`config.mk`:
```
export PLATFORM = sky130hd
export DESIGN_NAME = div_unit_flat
export DESIGN_NICKNAME = d
export VERILOG_FILES = /design/src/rtl/div_unit_if.sv /design/src/rtl/div_unit.sv /design/src/flat_wrapper.sv
export SDC_FILE = /design/constraint.sdc
export NUM_CORES = 1
export LEC_CHECK = 0
export ABC_AREA = 0
export CAP_MARGIN = 20
export CORE_MARGIN = 4
export CORE_UTILIZATION = 50
export DETAILED_ROUTE_END_ITERATION = 10
export PLACE_DENSITY = 0.74
export REMOVE_ABC_BUFFERS = 1
export SYNTH_ARGS = -nofsm -noshare
export SYNTH_HDL_FRONTEND = slang
export SYNTH_SLANG_ARGS = --single-unit
```
`constraint.sdc`:
```
create_clock -name clock -period 4.6 [get_ports clock]
set_input_delay 1.15 -clock clock [delete_from_list [all_inputs] [get_ports clock]]
set_output_delay 1.15 -clock clock [all_outputs]
set_load 0.05 [all_outputs]
```
`src/rtl/div_unit_if.sv`:
```
// ---------------------------------------------------------------------------
// div_unit_if -- operand/result bundle between the multdiv wrapper and the
// signed restoring divider.
//
//   data_operandA   dividend, two's complement, sampled on ctrl_DIV
//   data_operandB   divisor, two's complement, sampled on ctrl_DIV
//   ctrl_DIV        start strobe (also aborts and restarts a running divide)
//   data_result     quotient truncated toward zero, held until the next result
//   data_exception  divide-by-zero flag, valid with data_resultRDY
//   data_resultRDY  one-cycle pulse: result and exception valid
//   busy            high while the divider iterates
//
// master: the requester (wrapper / testbench); slave: the divider.
// ---------------------------------------------------------------------------
interface div_unit_if #(
  parameter int WIDTH = 32
);
  logic [WIDTH-1:0] data_operandA;
  logic [WIDTH-1:0] data_operandB;
  logic             ctrl_DIV;
  logic [WIDTH-1:0] data_result;
  logic             data_exception;
  logic             data_resultRDY;
  logic             busy;

  modport master (
    output data_operandA, data_operandB, ctrl_DIV,
    input  data_result, data_exception, data_resultRDY, busy
  );

  modport slave (
    input  data_operandA, data_operandB, ctrl_DIV,
    output data_result, data_exception, data_resultRDY, busy
  );
endinterface

```
`src/rtl/div_unit.sv`:
```
// ---------------------------------------------------------------------------
// div_unit -- multi-cycle signed integer divider.
//
// A start strobe latches |A|, |B| and the quotient sign, then a restoring
// shift-subtract loop produces one quotient bit per clock for WIDTH clocks.
// The signed quotient is published on entry to DONE together with a
// one-cycle ready pulse. A zero divisor skips the loop and reports the
// exception directly.
//
// Ports:
//   clock    rising-edge clock
//   reset_n  asynchronous active-low reset
//   bus      div_unit_if slave (operands, start, result, flags)
// ---------------------------------------------------------------------------
module div_unit #(
  parameter int WIDTH = 32
) (
  input  logic        clock,
  input  logic        reset_n,
  div_unit_if.slave   bus
);

  localparam int CW = $clog2(WIDTH);

  typedef enum logic [1:0] {
    IDLE = 2'd0,
    CALC = 2'd1,
    DONE = 2'd2
  } state_e;

  state_e           state_q, state_d;
  logic [WIDTH-1:0] dvd_q, dvd_d;        // |dividend|, shifted out MSB first
  logic [WIDTH-1:0] dvs_q, dvs_d;        // |divisor|
  logic [WIDTH-1:0] rem_q, rem_d;        // partial remainder
  logic [WIDTH-1:0] quot_q, quot_d;      // unsigned quotient being built
  logic [WIDTH-1:0] result_q, result_d;
  logic [CW-1:0]    cnt_q, cnt_d;
  logic             sign_q, sign_d;
  logic             exc_q, exc_d;

  logic [WIDTH-1:0] abs_a, abs_b;
  logic [WIDTH-1:0] rem_shift, quot_next;
  logic             fits;

  // Magnitudes are WIDTH-bit unsigned: -(0x80000000) wraps to 0x80000000,
  // which is the correct unsigned magnitude.
  assign abs_a = bus.data_operandA[WIDTH-1] ? ('0 - bus.data_operandA) : bus.data_operandA;
  assign abs_b = bus.data_operandB[WIDTH-1] ? ('0 - bus.data_operandB) : bus.data_operandB;

  // The remainder always stays below |B| <= 2^(WIDTH-1), so its MSB is zero
  // and dropping it in the shift loses nothing.
  assign rem_shift = {rem_q[WIDTH-2:0], dvd_q[WIDTH-1]};
  assign fits      = (rem_shift >= dvs_q);
  assign quot_next = {quot_q[WIDTH-2:0], fits};

  always_comb begin
    // NOTE: every next-state signal gets a default before any branch so the
    // block stays purely combinational; a missed path would infer a latch.
    state_d  = state_q;
    dvd_d    = dvd_q;
    dvs_d    = dvs_q;
    rem_d    = rem_q;
    quot_d   = quot_q;
    result_d = result_q;
    cnt_d    = cnt_q;
    sign_d   = sign_q;
    exc_d    = exc_q;

    // A start is honoured in every state: from IDLE it begins, from CALC it
    // aborts and restarts, from DONE it overlaps the ready pulse.
    if (bus.ctrl_DIV) begin
      dvd_d  = abs_a;
      dvs_d  = abs_b;
      sign_d = bus.data_operandA[WIDTH-1] ^ bus.data_operandB[WIDTH-1];
      rem_d  = '0;
      quot_d = '0;
      cnt_d  = '0;
      if (bus.data_operandB == '0) begin
        state_d  = DONE;
        result_d = '0;
        exc_d    = 1'b1;
      end else begin
        state_d  = CALC;
      end
    end else begin
      unique case (state_q)
        CALC: begin
          rem_d  = fits ? (rem_shift - dvs_q) : rem_shift;
          quot_d = quot_next;
          dvd_d  = dvd_q << 1;
          cnt_d  = cnt_q + CW'(1);
          if (cnt_q == CW'(WIDTH - 1)) begin
            state_d  = DONE;
            result_d = sign_q ? ('0 - quot_next) : quot_next;
            exc_d    = 1'b0;
          end
        end
        DONE:    state_d = IDLE;
        default: state_d = state_q;
      endcase
    end
  end

  always_ff @(posedge clock or negedge reset_n) begin
    if (!reset_n) begin
      state_q  <= IDLE;
      dvd_q    <= '0;
      dvs_q    <= '0;
      rem_q    <= '0;
      quot_q   <= '0;
      result_q <= '0;
      cnt_q    <= '0;
      sign_q   <= 1'b0;
      exc_q    <= 1'b0;
    end else begin
      // NOTE: non-blocking assignments so every register samples the values
      // from before this edge, independent of statement order.
      state_q  <= state_d;
      dvd_q    <= dvd_d;
      dvs_q    <= dvs_d;
      rem_q    <= rem_d;
      quot_q   <= quot_d;
      result_q <= result_d;
      cnt_q    <= cnt_d;
      sign_q   <= sign_d;
      exc_q    <= exc_d;
    end
  end

  assign bus.data_result    = result_q;
  assign bus.data_exception = exc_q;
  assign bus.data_resultRDY = (state_q == DONE);
  assign bus.busy           = (state_q == CALC);

endmodule

```
`src/flat_wrapper.sv`:
```
// flat-port wrapper written by rule: the top's interface ports become plain ports
module div_unit_flat 
#(
  parameter int WIDTH = 32
)
  (clock, reset_n, bus_data_operandA, bus_data_operandB, bus_ctrl_DIV, bus_data_result, bus_data_exception, bus_data_resultRDY, bus_busy);
  div_unit_if #(.WIDTH(WIDTH)) bus_i ();
  input  logic clock;
  input  logic reset_n;
  input wire logic [$bits(bus_i.data_operandA)-1:0] bus_data_operandA;
  input wire logic [$bits(bus_i.data_operandB)-1:0] bus_data_operandB;
  input wire logic [$bits(bus_i.ctrl_DIV)-1:0] bus_ctrl_DIV;
  output wire logic [$bits(bus_i.data_result)-1:0] bus_data_result;
  output wire logic [$bits(bus_i.data_exception)-1:0] bus_data_exception;
  output wire logic [$bits(bus_i.data_resultRDY)-1:0] bus_data_resultRDY;
  output wire logic [$bits(bus_i.busy)-1:0] bus_busy;
  assign bus_i.data_operandA = bus_data_operandA;
  assign bus_i.data_operandB = bus_data_operandB;
  assign bus_i.ctrl_DIV = bus_ctrl_DIV;
  assign bus_data_result = bus_i.data_result;
  assign bus_data_exception = bus_i.data_exception;
  assign bus_data_resultRDY = bus_i.data_resultRDY;
  assign bus_busy = bus_i.busy;
  div_unit #(.WIDTH(WIDTH)) u_core (.clock(clock), .reset_n(reset_n), .bus(bus_i));
endmodule
```
Word level (Yosys, flattened, before mapping) --
Index checks and enable logic that the tools add are counted. Widths: inputs -> output; s select.
Storage, ports and cells: bits in registers 167, bits in latches 0, bits in writable memories 0, bits in read-only memories 0, input port bits 67, output and inout port bits 35, logic and storage cells 51, memories 0
Operators by class: add/sub/neg operators 5, multiply operators 0, divide/modulo/power cells 0, magnitude comparators 1, equality and inequality tests 5, shift operators 0, muxes and demuxes 24, bitwise gates (word level) 1, reductions and logical operators 6
Operator list (number):
- $mux 32 | 9
- $mux 31 | 5
- $sub 1x32->32 const A | 3
- $ge 32x32->1 | 1
- $logic_not 32->1 | 1
- $sub 31x31->31 | 1
- $mux 5 | 2
- $mux 2 | 3
- $add 5x1->5 const B | 1
- $eq 5x5->1 const B | 1
- $mux 1 | 4
- $pmux 2 s2 | 1
- $reduce_bool 2->1 | 2
- $ne 3x2->1 const B | 1
- $reduce_and 3->1 | 1
- $reduce_bool 3->1 | 1
- $eq 2x1->1 const B | 1
- $eq 2x2->1 const B | 1
- $ne 2x1->1 const B | 1
- $reduce_and 2->1 | 1
- $xor 1x1->1 | 1

Depth between registers and ports, before layout --
Gate-level depths: netlist of run 1.
depth after elaboration 6, mapped depth 21, mapped depth without buffers 19

Least setup slack after synthesis of run 1 --
OpenSTA, ideal clock, no wires.
path type register to register, start register u_core.rem_q[20], end register u_core.result_q[30] (netlist: u_core.bus.data_result[30]), setup time 130 ps, arrival time 4656 ps, data required time 4470 ps, path slack -186 ps, stages on the path, launching flop included 20, buffers on the path 2, period minus slack after synthesis 4786 ps, cells stage by stage dfrtp_1 -> ha_1 -> a21o_1 -> and3_1 -> a211oi_1 -> o41ai_1 -> nor3_1 -> o21ai_1 -> inv_2 -> clkbuf_1 -> buf_1 -> ha_1 -> nand2_1 -> or4_1 -> or2_1 -> or3_4 -> or2_4 -> o31ai_4 -> xor2_1 -> o21ai_1
On the way: cells in the longest elaborated chain, start to end 6
RTL lines:
- from (decl) | line div_unit.sv:34 | logic [WIDTH-1:0] rem_q, rem_d;
- from (signal assigned) | line div_unit.sv:121 | rem_q <= rem_d;
- $ge 32x32->1 | line div_unit.sv:53 | assign fits = (rem_shift >= dvs_q);
- $sub 1x32->32 | line div_unit.sv:94 | result_d = sign_q ? ('0 - quot_next) : quot_next;
- $mux 32 | line div_unit.sv:94
- $mux 32 | line div_unit.sv:92 | if (cnt_q == CW'(WIDTH - 1)) begin
- $mux 32 | line div_unit.sv:86 | unique case (state_q)
- $mux 32 | line div_unit.sv:71 | if (bus.ctrl_DIV) begin
- to (signal assigned) | line div_unit.sv:123 | result_q <= result_d;
- to (decl) | line div_unit.sv:36 | logic [WIDTH-1:0] result_q, result_d;
No other way between the ends. The select of a mux whose other input is x is not followed. A chain may end at the register's enable or synchronous reset.

Worst setup path in the final report of run 1 --
Ends and elaborated chain as after synthesis.

==> qor.json, run 1 <==
{
  "final_critical_path_setup_slack_ps": 164.7,
  "cp.arrival_ps": 4720,
  "grt_antenna_before_repair": 0,
  "iteration_count_of_the_initial_detailed_routing_pass": 7,
  "drt_iter0_markers": 610,
  "setup_tns_final_ps": 0,
  "outcome": "finished clean",
  "ys_ff_latch": 167,
  "timing_worst_slew_pin_value_ps": 1007,
  "synth_cell_type_count": 65,
  "hold_buffers": 0,
  "synth-compound-area-share_pct": 21.29,
  "irDropWorstVdd_mv": 0.2355,
  "placement.setup.worst_slack_ps": -0.6333,
  "number_of_clock_buffers_inserted_by_tritoncts": 17,
  "tightest_slew_margin_relative_to_the_limit_pct": 32.89,
  "tritoncts": "done",
  "synth.top_cells.by_count": "sky130_fd_sc_hd__nand2_1, sky130_fd_sc_hd__dfrtp_1, sky130_fd_sc_hd__a21oi_1",
  "post-synth-top-area-fraction_pct": 39.29,
  "place_hpwl_um": 17450,
  "vertical_extent_of_the_die_um": 153.8,
  "syn_to_final_growth_pct": 18.12,
  "critPathKind": "register to register",
  "post-route-period-util_pct": 96.42,
  "hold_violations": 0,
  "grt_start_max_net_pins": 178,
  "via_count": 9399,
  "core_area_um2": 20960,
  "design.die.area_um2": 23670,
  "whs_ps": 474.9,
  "static-leakage-power_uw": 0.005557,
  "required_time_at_the_worst_slack_endpoint_ps": 4890,
  "timing.critical_path.to_type": "register",
  "synth-xor-area-share_pct": 8.729,
  "setup_violations": 0,
  "synth_edf_count": 0,
  "max-clock-path-buffers": 2,
  "worst_r2r_setup_slack_ps": 160,
  "clkTransAtPathRegs_ps": 60,
  "clkLatencyLatePin_ps": 430,
  "drt.antenna.violating_nets": 0,
  "grt_first_pass_wirelength_um": 42540,
  "postSynth.topFlopCell": "sky130_fd_sc_hd__dfrtp_1",
  "worst_hold_path_type": "register to register",
  "avgSynthCellArea_um2": 8.361,
  "power.total_uw": 4405,
  "via_count_normalized_by_instance_count": 5.795,
  "overall_global_routing_resource_usage_pct": 21.31,
  "ys_async_sr_fraction_pct": 100.0,
  "detail_route.wl_per_cell_um": 15.67,
  "grt_overflow": 0,
  "fmaxAchievable_mhz": 225.5,
  "dpl_cell_area_um2": 11840,
  "post-route-min-period_ps": 4435,
  "adder_cell_share_of_the_synthesized_area_pct": 4.541,
  "fp-row-count": 53,
  "routabilityCongestion": 0.8972,
  "initial_core_util_pct": 50.75,
  "worst-path-max-fanout": 6,
  "power_density_nw_per_um2": 350.7,
  "netlist_top_cells_area": "sky130_fd_sc_hd__dfrtp_1, sky130_fd_sc_hd__nand2_1, sky130_fd_sc_hd__xor2_1, sky130_fd_sc_hd__a21oi_1, sky130_fd_sc_hd__o21ai_0",
  "drv_cap": 0,
  "share_of_cell_area_taken_by_muxes_after_synthesis_pct": 3.306,
  "post_synth_and_or_nand_nor_area_fraction_pct": 18.31,
  "synth-warning-count": 0,
  "synth_area_um2": 10640,
  "ctsRootBufferMaster": "sky130_fd_sc_hd__clkbuf_16",
  "seq_area_frac_synth_pct": 39.29,
  "synth.largest_area_cell": "sky130_fd_sc_hd__dfrtp_1",
  "final_layout_size_suffix_gt1_share_pct": 5.568,
  "drt_drc_violations_left": 0,
  "first_global_vias": 8741,
  "antennaDiodeCount": 0,
  "synthMostInstantiatedCell": "sky130_fd_sc_hd__nand2_1",
  "tritoncts_num_sinks": 167,
  "finish.net_count": 1439,
  "total_of_buffers_placed_on_input_and_output_ports": 101,
  "htree_num_levels": 4,
  "final_cell_area_um2": 12560,
  "route.final.wire_length_um": 25420,
  "die_w_um": 153.8,
  "synth_top_family_by_area": "compound AO/OA/AOI/OAI gates",
  "post_synth_inst_count": 1272,
  "fin_worst_skew_ps": 13.00,
  "setup.worst_path.start_class": "register",
  "io-pin-count": 102,
  "slew_viol_final": 0
}
[sequential cells by signal, indices dropped and copies added, names as in the netlist]
signal / cells
u_core.sign_q: 1
u_core.bus.data_result: 32
u_core.bus.data_exception: 1
u_core.cnt_q: 5
u_core.quot_q: 31
u_core.rem_q: 31
u_core.dvd_q: 32
u_core.dvs_q: 32
u_core.state_q: 2
[layout make-up]
class / count / area [µm²]
sequential: 167 / 4179
tap: 275 / 344.1
inverter: 53 / 200.2
fill: 1918 / 8393
multi-input combinational: 978 / 6027
clock buffer: 25 / 535.5
clock inverter: 7 / 81.33
timing repair buffer: 117 / 1195
[layout by cell type (no fill, tap or decap), types with 4 or more instances in the layout]
cell / netlist / layout
sky130_fd_sc_hd__buf_4: 0 / 12
sky130_fd_sc_hd__nand2_1: 212 / 212
sky130_fd_sc_hd__o41ai_1: 16 / 15
sky130_fd_sc_hd__o21a_1: 6 / 6
sky130_fd_sc_hd__clkinv_4: 0 / 4
sky130_fd_sc_hd__nor2_1: 80 / 80
sky130_fd_sc_hd__dfrtp_1: 167 / 167
sky130_fd_sc_hd__clkdlybuf4s50_1: 0 / 99
sky130_fd_sc_hd__nor3_1: 15 / 14
sky130_fd_sc_hd__ha_1: 37 / 35
sky130_fd_sc_hd__xnor2_1: 37 / 37
sky130_fd_sc_hd__and3_1: 14 / 14
sky130_fd_sc_hd__nand3_1: 17 / 17
sky130_fd_sc_hd__nand4_1: 12 / 12
sky130_fd_sc_hd__nor2b_1: 8 / 8
sky130_fd_sc_hd__inv_1: 51 / 51
sky130_fd_sc_hd__o21ai_0: 105 / 105
sky130_fd_sc_hd__o31ai_1: 40 / 40
sky130_fd_sc_hd__o21ai_1: 10 / 9
sky130_fd_sc_hd__a21o_1: 8 / 8
sky130_fd_sc_hd__o211ai_1: 6 / 6
sky130_fd_sc_hd__clkbuf_16: 0 / 17
sky130_fd_sc_hd__a211o_1: 4 / 4
sky130_fd_sc_hd__a21boi_0: 4 / 4
sky130_fd_sc_hd__or4_1: 14 / 14
sky130_fd_sc_hd__and2_1: 5 / 4
sky130_fd_sc_hd__or3_1: 15 / 15
sky130_fd_sc_hd__xor2_1: 69 / 69
sky130_fd_sc_hd__a21oi_1: 119 / 117
sky130_fd_sc_hd__clkbuf_8: 0 / 8
sky130_fd_sc_hd__a211oi_1: 10 / 9
sky130_fd_sc_hd__nand2b_1: 11 / 10
sky130_fd_sc_hd__a31oi_1: 19 / 19
sky130_fd_sc_hd__mux2i_1: 34 / 34
sky130_fd_sc_hd__nor4_1: 8 / 8
[through the flow]
| stage | std cells | util (%) |
|---|---|---|
| floorplan | 1198 | - |
| global placement | 1586 | 56.48 |
| detailed placement | 1586 | 56.48 |
| CTS | 1618 | 59.45 |
| global route | 1622 | 59.95 |
| finish | 1622 | 59.95 |
[report_power, final]
group / internal, µW / leakage (µW) / switching [µW] / total (µW)
logic: 502 / 0.00311 / 757 / 1260
clock network: 868 / 0.000302 / 594 / 1460
registers: 1600 / 0.00215 / 87.1 / 1680
total: 2970 / 0.00556 / 1440 / 4410
[critical path: stages, from the launching register on]
cell and delay [ps]:
sky130_fd_sc_hd__dfrtp_1 400, sky130_fd_sc_hd__ha_2 340, sky130_fd_sc_hd__and2_2 240, sky130_fd_sc_hd__and3_1 230, sky130_fd_sc_hd__a211oi_4 330, sky130_fd_sc_hd__o41ai_2 140
sky130_fd_sc_hd__nor3_2 200, sky130_fd_sc_hd__o21ai_2 110, sky130_fd_sc_hd__inv_2 80, sky130_fd_sc_hd__ha_1 170, sky130_fd_sc_hd__nand2_1 120, sky130_fd_sc_hd__or4_1 510
sky130_fd_sc_hd__or2_1 260, sky130_fd_sc_hd__or3_4 410, sky130_fd_sc_hd__or2_4 290, sky130_fd_sc_hd__o31ai_4 230, sky130_fd_sc_hd__xor2_1 160, sky130_fd_sc_hd__o21ai_1 70
[path summary, 6_finish.rpt]
| path | from | end | depth (start not counted) |
|---|---|---|---|
| hold reg to reg | u_core.bus.data_result[18] | u_core.bus.data_result[18] | 2 |
| hold / removal | u_core.bus.data_result[18] | u_core.bus.data_result[18] | 2 |
| min in group asynchronous | reset_n | u_core.bus.data_result[6] | 1 |
| setup reg to reg | u_core.rem_q[20] | u_core.bus.data_result[30] | 17 |
| setup / recovery | u_core.rem_q[20] | u_core.bus.data_result[30] | 17 |
| max in group asynchronous | reset_n | u_core.rem_q[23] | 2 |
[cells by family (layout without fill, tap and decap cells)]
group,after synthesis,after routing
AO/OA/AOI/OAI,373,373
XOR/XNOR,106,106
adder cells (fa/ha/maj),38,38
buffers and inverters,127,202
flip-flops,167,167
multiplexers,35,35
AND/OR/NAND/NOR,426,426
[what timing repair did]
item	4_1_cts	5_1_grt
endpoints found under the setup margin	2	3
gates resized for setup	1	8
setup buffers	0	1
pin swaps	0	3
hold endpoints to repair	0	0
[routing by layer]
| metal | vias up | GRT usage [%] | part of all wire (%) |
|---|---|---|---|
| li1 | 4622 | - | - |
| met4 | 0 | 4.542 | 1.3 |
| met1 | 4486 | 30.16 | 46 |
| met5 | - | 0 | 0 |
| met2 | 260 | 34.55 | 47 |
| met3 | 31 | 3.800 | 5.2 |
(Power assumes the default switching activity.)
==> inputs of run 2 (changes only) <==
SLEW_MARGIN = 5   (was default)
==> qor.json, run 2 (synthesized netlist as in run 1, its figures left out) <==
{
  "final_common_cell": "sky130_fd_sc_hd__nand2_1",
  "multi_input_gate_area_um2": 6027,
  "ctsRootBufferMaster": "sky130_fd_sc_hd__clkbuf_16",
  "design.die.area_um2": 23670,
  "via_count_normalized_by_instance_count": 5.782,
  "max-clock-path-buffers": 2,
  "place_hpwl_um": 17450,
  "power_density_nw_per_um2": 351.0,
  "required_time_at_the_worst_slack_endpoint_ps": 4890,
  "final_util_pct": 59.95,
  "setup_tns_final_ps": 0,
  "grt_antenna_before_repair": 0,
  "cp.arrival_ps": 4740,
  "static-leakage-power_uw": 0.005557,
  "timing_worst_slew_pin_value_ps": 1012,
  "drt_iter0_markers": 610,
  "critPathKind": "register to register",
  "irDropWorstVdd_mv": 0.2361,
  "drt.antenna.violating_nets": 0,
  "route.final.wire_length_um": 25450,
  "routabilityCongestion": 0.8972,
  "tritoncts": "done",
  "slew_viol_final": 0,
  "power.total_uw": 4410,
  "worst_hold_path_type": "register to register",
  "antennaDiodeCount": 0,
  "timing.critical_path.to_type": "register",
  "via_count": 9378,
  "setup_violations": 0,
  "post-route-min-period_ps": 4449,
  "grt_first_pass_wirelength_um": 42540,
  "die_w_um": 153.8,
  "core_area_um2": 20960,
  "fin_worst_skew_ps": 12.61,
  "fillers": 1911,
  "worst-path-max-fanout": 6,
  "drt_drc_violations_left": 0,
  "iteration_count_of_the_initial_detailed_routing_pass": 5,
  "clkTransAtPathRegs_ps": 70,
  "htree_num_levels": 4,
  "most-common-layout-cells": "sky130_fd_sc_hd__nand2_1, sky130_fd_sc_hd__dfrtp_1, sky130_fd_sc_hd__a21oi_1, sky130_fd_sc_hd__o21ai_0, sky130_fd_sc_hd__clkdlybuf4s50_1",
  "detail_route.wl_per_cell_um": 15.69,
  "setup.worst_path.start_class": "register",
  "overall_global_routing_resource_usage_pct": 21.31,
  "whs_ps": 474.2,
  "placement.setup.worst_slack_ps": -0.6333,
  "outcome": "finished clean",
  "number_of_clock_buffers_inserted_by_tritoncts": 17,
  "fp-row-count": 53,
  "final_layout_size_suffix_gt1_share_pct": 5.568,
  "first_global_vias": 8741,
  "hold_violations": 0,
  "total_of_buffers_placed_on_input_and_output_ports": 101,
  "syn_to_final_growth_pct": 18.12,
  "tightest_slew_margin_relative_to_the_limit_pct": 32.51,
  "tritoncts_num_sinks": 167,
  "vertical_extent_of_the_die_um": 153.8,
  "finish.net_count": 1439,
  "area.sequential_um2": 4179,
  "initial_core_util_pct": 50.75,
  "grt_start_max_net_pins": 178,
  "io-pin-count": 102,
  "drv_cap": 0,
  "fmaxAchievable_mhz": 224.8,
  "clkLatencyLatePin_ps": 430,
  "grt_overflow": 0,
  "post-route-period-util_pct": 96.72,
  "final_critical_path_setup_slack_ps": 150.8
}
-- run 2: cell counts in the layout (fill, tap and decap cells not counted) --
Identical to the previous run, type by type.
-- run 2: stage by stage --
step           cells  instance area (µm²)
6_report        1622                12560
5_1_grt         1622                12560
4_1_cts         1618                12460
3_5_place_dp    1586                11840
3_3_place_gp    1586                11840
2_1_floorplan   1198                10350
-- run 2: cell type report --
class,count,share of cell area (%)
clock buffers,25,4.263
clock inverters,7,0.6474
inverters,53,1.594
multi-input cells,978,47.98
flip-flops and latches,167,33.27
well taps,275,2.739
repair buffers,117,9.512
-- run 2: what timing repair did --
item	CTS	global route
setup endpoints to repair	2	4
resized for setup	1	8
hold buffers	0	0
setup buffers	0	1
pin swaps	0	3
-- run 2: path summary, 6_finish.rpt --
kind	cells after the start	to	slack [ps]	start
max in group asynchronous	2	u_core.rem_q[23]	3060	reset_n
setup / recovery	17	u_core.bus.data_result[30]	150	u_core.rem_q[20]
min in group asynchronous	1	u_core.bus.data_result[6]	740	reset_n
hold / removal	2	u_core.bus.data_result[18]	470	u_core.bus.data_result[18]
hold reg to reg	2	u_core.bus.data_result[18]	470	u_core.bus.data_result[18]
setup reg to reg	17	u_core.bus.data_result[30]	150	u_core.rem_q[20]
-- run 2: layer usage --
| metal | GRT usage (%) | wire length [µm] |
|---|---|---|
| met5 | 0 | 0 |
| met4 | 4.542 | 319 |
| met3 | 3.800 | 1276 |
| met2 | 34.55 | 11990 |
| met1 | 30.16 | 11860 |
-- run 2: critical path, cell delays in order, from the launching register on --
cell and delay [ps]:
sky130_fd_sc_hd__dfrtp_1 400, sky130_fd_sc_hd__ha_2 340, sky130_fd_sc_hd__and2_2 250, sky130_fd_sc_hd__and3_1 240, sky130_fd_sc_hd__a211oi_4 340, sky130_fd_sc_hd__o41ai_2 140, sky130_fd_sc_hd__nor3_2 200, sky130_fd_sc_hd__o21ai_2 110
sky130_fd_sc_hd__inv_2 80, sky130_fd_sc_hd__ha_1 170, sky130_fd_sc_hd__nand2_1 120, sky130_fd_sc_hd__or4_1 510, sky130_fd_sc_hd__or2_1 260, sky130_fd_sc_hd__or3_4 410, sky130_fd_sc_hd__or2_4 290, sky130_fd_sc_hd__o31ai_4 230
sky130_fd_sc_hd__xor2_1 160, sky130_fd_sc_hd__o21ai_1 70
-- run 2: where the power goes --
part | internal (µW) | switching (µW)
logic | 502 | 757
clock network | 868 | 597
registers | 1600 | 88.1
==> inputs of run 3 (changes only) <==
SKIP_CTS_REPAIR_TIMING = 1   (was default)
==> results of run 3 <==
The final DEF is identical to that of run 2; final timing and power are the same.
Among the figures that moved: wire length of the first global-routing pass 42540 µm -> 42530 µm; overall routing resource usage 21.31% -> 21.30%; met1 usage 30.16% -> 30.14%
